**src/rtl/sparc_ifu_lru_arb.sv**
```systemverilog
// N-requester LRU arbiter with hold mode and optional auto-update on acknowledged grant.
// Define SPARC_IFU_LRU_ARB_REG_GNT_EN to register grant_vec/grant_vld (1-cycle latency).
module sparc_ifu_lru_arb #(
    parameter int N        = 4,
    parameter int AUTO_UPD = 1
) (
    input  logic         clk,
    input  logic         reset,
    input  logic         se,
    input  logic         si,
    output logic         so,
    input  logic [N-1:0] req_vec,
    input  logic [N-1:0] spec_vec,
    input  logic         use_spec,
    input  logic [N-1:0] recent_vec,
    input  logic         load_recent,
    input  logic         gnt_ack,
    input  logic         hold,
    output logic [N-1:0] grant_vec,
    output logic         grant_vld
);

    localparam logic [N-1:0] ONE = {{(N-1){1'b0}}, 1'b1};

    logic [N-1:0] ord     [N];
    logic [N-1:0] ord_nxt [N];
    logic [N-1:0] held_gnt;
    logic         held_vld;
    logic [N-1:0] cand;
    logic [N-1:0] lru_gnt;
    logic [N-1:0] arb_gnt;
    logic [N-1:0] upd_sel;
    logic         ack_fire;
    logic         found;
    logic         seen;
    logic         unused_scan;

    // No scan chain is stitched through this block.
    assign so          = 1'b0;
    assign unused_scan = se ^ si;

    assign cand = use_spec ? spec_vec : req_vec;

    // The deepest matching row wins; a valid held grant overrides it.
    always_comb begin
        lru_gnt = '0;
        for (int k = 0; k < N; k++) begin
            if (|(ord[k] & cand)) lru_gnt = ord[k];
        end
        arb_gnt = (hold && held_vld && |(held_gnt & cand)) ? held_gnt : lru_gnt;
    end

`ifdef SPARC_IFU_LRU_ARB_REG_GNT_EN
    logic [N-1:0] gnt_q;

    always_ff @(posedge clk) begin
        if (reset) gnt_q <= '0;
        else       gnt_q <= arb_gnt;
    end

    assign grant_vec = gnt_q;
`else
    assign grant_vec = arb_gnt;
`endif

    assign grant_vld = |grant_vec;
    assign ack_fire  = gnt_ack & grant_vld;

    // Move the selected row to MRU; rows above it shift down by one.
    always_comb begin
        upd_sel = '0;
        if (load_recent)                   upd_sel = recent_vec & (~recent_vec + ONE);
        else if (AUTO_UPD != 0 && ack_fire) upd_sel = grant_vec;
        found   = |upd_sel;
        ord_nxt = ord;
        // NOTE: 'seen' is a blocking scratch flag; each iteration must see the previous one's value.
        seen    = |(ord[0] & upd_sel);
        for (int i = 1; i < N; i++) begin
            if (found && !seen) ord_nxt[i] = ord[i-1];
            if (|(ord[i] & upd_sel)) seen = 1'b1;
        end
        if (found) ord_nxt[0] = upd_sel;
    end

    // NOTE: the order array is real arbitration state and must start as a permutation, so it is reset.
    always_ff @(posedge clk) begin
        if (reset) begin
            for (int i = 0; i < N; i++) ord[i] <= ONE << i;
            held_gnt <= '0;
            held_vld <= 1'b0;
        end else begin
            ord <= ord_nxt;
            if (ack_fire) begin
                held_gnt <= grant_vec;
                held_vld <= 1'b1;
            end else if (!hold && !gnt_ack) begin
                held_gnt <= '0;
                held_vld <= 1'b0;
            end
        end
    end

endmodule

```
**config.mk**
```make
export PLATFORM = sky130hd
export DESIGN_NAME = sparc_ifu_lru_arb
export DESIGN_NICKNAME = d
export VERILOG_FILES = /design/src/rtl/sparc_ifu_lru_arb.sv
export SDC_FILE = /design/constraint.sdc
export NUM_CORES = 1
export LEC_CHECK = 0
export CAP_MARGIN = 40
export CORE_MARGIN = 10
export CORE_UTILIZATION = 45
export DETAILED_ROUTE_END_ITERATION = 10
export PLACE_DENSITY = 0.75
export SYNTH_ARGS = -nofsm -noshare
export SYNTH_HDL_FRONTEND = slang
export SYNTH_SLANG_ARGS = --single-unit
```
**constraint.sdc**
```tcl
create_clock -name clk -period 6.95 [get_ports clk]
set_input_delay 0.695 -clock clk [delete_from_list [all_inputs] [get_ports clk]]
set_output_delay 0.695 -clock clk [all_outputs]
set_load 0.05 [all_outputs]
```
# Yosys cells after proc, flatten, opt, wreduce, memory -nomap -nowiden
# Index checks and enable logic that the tools add are counted.
# totals
mem_count,0
mem_bits_rw,0
input_bits,20
rom_bits,0
latchBits,0
word_cells,54
regBits,21
# op_classes
n_reduce_logical,22
n_eq_ne,0
shifts,0
n_mul,0
div_mod_pow,0
n_lt_le_gt_ge,0
add_sub_neg,1
n_mux,14
bitwise,11
# ops
operator,n
4-bit 2-to-1 mux,10
4-bit OR reduction,10
4-bit bitwise AND,9
1-bit logical AND,6
1-bit zero test,5
"4-bit by 1-bit adder with 4-bit output, second input constant",1
1-bit 2-to-1 mux,4
4-bit NOT,1
2-bit nonzero test,1
1-bit bitwise AND,1

# Longest topological paths before layout
# logic_depth
word_depth,18
ltp_mapped,12
ltp_nobuf,10

# Least setup slack after synthesis
# OpenSTA, ideal clock, no wires.
# synth_timing
path_kind,input-to-output
startpoint,input port use_spec
endpoint,output port grant_vld
stages,6
arrival_ps,3751
slack_ps,2504
path_cell_list,mux2_2 a222oi_1 and2_1 a311oi_1 o31ai_1 or4_1
# synth_via
elab_chain_len,9
# synth_rtl
element,line,text
start: declaration,14,"input logic use_spec,"
4-bit 2-to-1 mux *,42,assign cand = use_spec ? spec_vec : req_vec;
4-bit bitwise AND,48,if (|(ord[k] & cand)) lru_gnt = ord[k];
4-bit OR reduction,48,
4-bit 2-to-1 mux (4 in a row),48,
4-bit 2-to-1 mux *,50,arb_gnt = (hold && held_vld && |(held_gnt & cand)) ? held_gnt : lru_gnt;
named net grant_vec[0],19,"output logic [N-1:0] grant_vec,"
4-bit OR reduction *,66,assign grant_vld = |grant_vec;
end: declaration,20,output logic grant_vld
# The timed path passes the listed nets; every way through them passes the cells marked *.

# Worst setup path after layout
# layout_timing
startpoint,input port use_spec
endpoint,output port grant_vld
# layout_via
elab_chain_len,9
# layout_rtl
element,line
4-bit 2-to-1 mux *,42
4-bit bitwise AND,48
4-bit OR reduction,48
4-bit 2-to-1 mux (4 in a row),48
4-bit 2-to-1 mux *,50
4-bit OR reduction *,66
# Every way passes the cells marked *; elsewhere a longest branch is shown, timed or not.

==> impl_metrics.ini <==
[synthesis]
async_flop_share = 0
synth_nets = 180
syn_inst = 160
syn_avg_cell_area_um2 = 8.49
ys_seq_area_frac = 0.309
yosys_warnings = 0
ys_ff_latch = 21
netlist-cell-type-count = 44
ys.flop_type = dfxtp_1
synth-edff-count = 0
synth_area_mm2 = 0.00136

[sta]
final-max-slew-violation-count = 0
rsz0062_at_grt = false
hold_viol = 0
finalCriticalPeriod_ps = 5310
fin_setup_tns_ps = 0
clock_skew_ps = 0.746
relSlewSlack = 0.456
tightest_slew_ps = 816
min_period_over_period = 0.764
clock.fmax_mhz = 188
fin_ws_ps = 1640
setup_viol = 0

[placed_design]
place.gp.congestion = 0.871
hpwl_mm = 2.77
port_buffers = 22
post-place-ws_ps = 1680

[layout]
fillers = 254
ff_latch_area_um2 = 420
multi_input_area_um2 = 897
nets = 203
drive_gt1_frac = 0.0879
diodes = 0
syn_to_final_growth_pct = 19.8

[detailed_routing]
antenna_left = 0
drt_iter0_drc = 106
wl_met2_mm = 1.77
dr.max_layer_used = met4
drt-total-wl_mm = 3.68
route.detailed.drc = 0
vias = 1364
routedWlPerCell_um = 17.3
met1Wirelength_mm = 1.55
dr_wl_met3_um = 321
drt-vias-per-instance = 6.40
first_pass_iters = 6

[global_route]
grt_pass1_wl_mm = 5.98
antenna_found_initial = 0
grt_pass1_vias = 1300
grt_usage = 0.132
grt_max_degree = 26
grt_overflow_total = 0

[critical_path]
cp_max_fo = 7
reg2reg_depth = 10
cp-start-kind = input pin
critPathCaptureType = output port
path_class = in2out
critical_path_arrival_ps = 4620
required_ps = 6250

[pwr]
ir_drop_mv = 0.221
p_per_area_mw_per_mm2 = 410
p_leak_nw = 0.612

[floorplanning]
rows = 19
pin_count = 26
die_area_mm2 = 0.00562
die_width_um = 75.0
initial_core_util = 0.480
die_h_um = 75.0
coreArea_mm2 = 0.00283

[min_path]
hold_depth = 2
min_path_type = reg2reg

[clock_network]
ctsRootBufferMaster = clkbuf_4
clkTransAtPathRegs_ps = 110
clk_path_buf_depth = 2
cts_tree = done
cts_resized = 0
cts.sinks = 21
cts_max_level = 1
insertion_delay_ps = 310
cts_buffers = 3
cts_hold_buf = 0
cts_setup_buffers = 0

[run]
drv_cap = 0

[outcome]
status = finished clean
[report_power, final]
part | internal, mW | total [mW] | leakage, nW | switching, mW
Combinational | 0.168 | 0.416 | 0.422 | 0.247
Clock | 0.0215 | 0.0589 | 0.0177 | 0.0374
Sequential | 0.153 | 0.192 | 0.172 | 0.0398
[path summary, 6_finish.rpt]
path	from	end	slack [ps]
max	use_spec	grant_vld	1640
min reg2reg	held_vld$_SDFFE_PP0P_	held_vld$_SDFFE_PP0P_	480
min	held_vld$_SDFFE_PP0P_	held_vld$_SDFFE_PP0P_	480
max reg2reg	ord[1]$_SDFFE_PP0P_	ord[3]$_SDFFE_PP1P_	3420
[layout make-up]
| class | count | share of cell area |
|---|---|---|
| timing repair buffer | 24 | 0.143 |
| sequential | 21 | 0.258 |
| clock inverter | 1 | 0.00307 |
| inverter | 3 | 0.00692 |
| multi-input combinational | 130 | 0.551 |
| clock buffer | 3 | 0.0138 |
| tap | 31 | 0.0238 |
[per-layer routing]
metal  vias to the layer above  track usage
li1                        660            -
met1                       645        0.153
met2                        53        0.232
met3                         6       0.0368
met4                         0       0.0336
met5                         -            0
[placed cells by master (no fill, tap or decap), types with 4 or more instances in the layout]
cell             synthesis  routed
nor2_1                  21      21
clkdlybuf4s50_1          0      22
nand2b_1                 4       4
a22o_1                   4       4
dfxtp_1                 21      21
a22oi_1                  8       8
nand2_1                 11      11
mux2i_1                  8       8
o21ai_0                  5       5
a21boi_0                 4       4
a21oi_1                 13      13
a211o_1                  4       4
[worst max-delay path, cell delays in order]
cell and delay [ps]:
clkdlybuf4s50_1 560, mux2_2 430, a222oi_1 660, nand4_1 290
a311o_1 420, a22o_1 240, or4_1 580, clkdlybuf4s50_1 740
[stage by stage]
| stage | hold slack (ps) | util | power, mW | area [um2] | instances |
|---|---|---|---|---|---|
| floorplan | 450 | - | 0.494 | 1360 | 160 |
| global placement | 468 | 0.564 | 0.596 | 1600 | 208 |
| detailed placement | 467 | 0.566 | 0.606 | 1600 | 209 |
| CTS | 482 | 0.575 | 0.665 | 1630 | 213 |
| global route | 529 | 0.575 | 0.707 | 1630 | 213 |
| finish | 480 | 0.575 | 0.667 | 1630 | 213 |
[Yosys cell counts, types with 2 or more instances]
cell type / number / area (um2)
dfxtp_1: 21 / 420
nor2_1: 21 / 78.8
a21oi_1: 13 / 65.1
nand2_1: 11 / 41.3
a22oi_1: 8 / 60.1
mux2i_1: 8 / 80.1
o21ai_0: 5 / 25.0
a211o_1: 4 / 35.0
a21boi_0: 4 / 30.0
a22o_1: 4 / 35.0
clkbuf_1: 4 / 15.0
nand2b_1: 4 / 25.0
a211oi_1: 3 / 22.5
a222oi_1: 3 / 30.0
and2_1: 3 / 18.8
inv_1: 3 / 11.3
mux2_2: 3 / 33.8
nand3b_1: 3 / 22.5
nand4b_1: 3 / 26.3
a221oi_1: 2 / 17.5
a311o_1: 2 / 20.0
a311oi_1: 2 / 17.5
and3b_1: 2 / 17.5
buf_4: 2 / 15.0
nor2b_1: 2 / 12.5
o31ai_1: 2 / 15.0
[cell families after synthesis]
family	after synthesis	share of synthesized area
AOI/OAI and AO/OA	58	0.315
buffers and inverters	9	0.0304
DFF	21	0.309
muxes	12	0.0948
other	1	0.00276
and+or+nand+nor	59	0.248
[sequential cells by signal, indices dropped and copies added, names as in the netlist]
register / flops
ord: 16
held_vld: 1
held_gnt: 4
No activity file was read; power rests on OpenSTA's default activity.
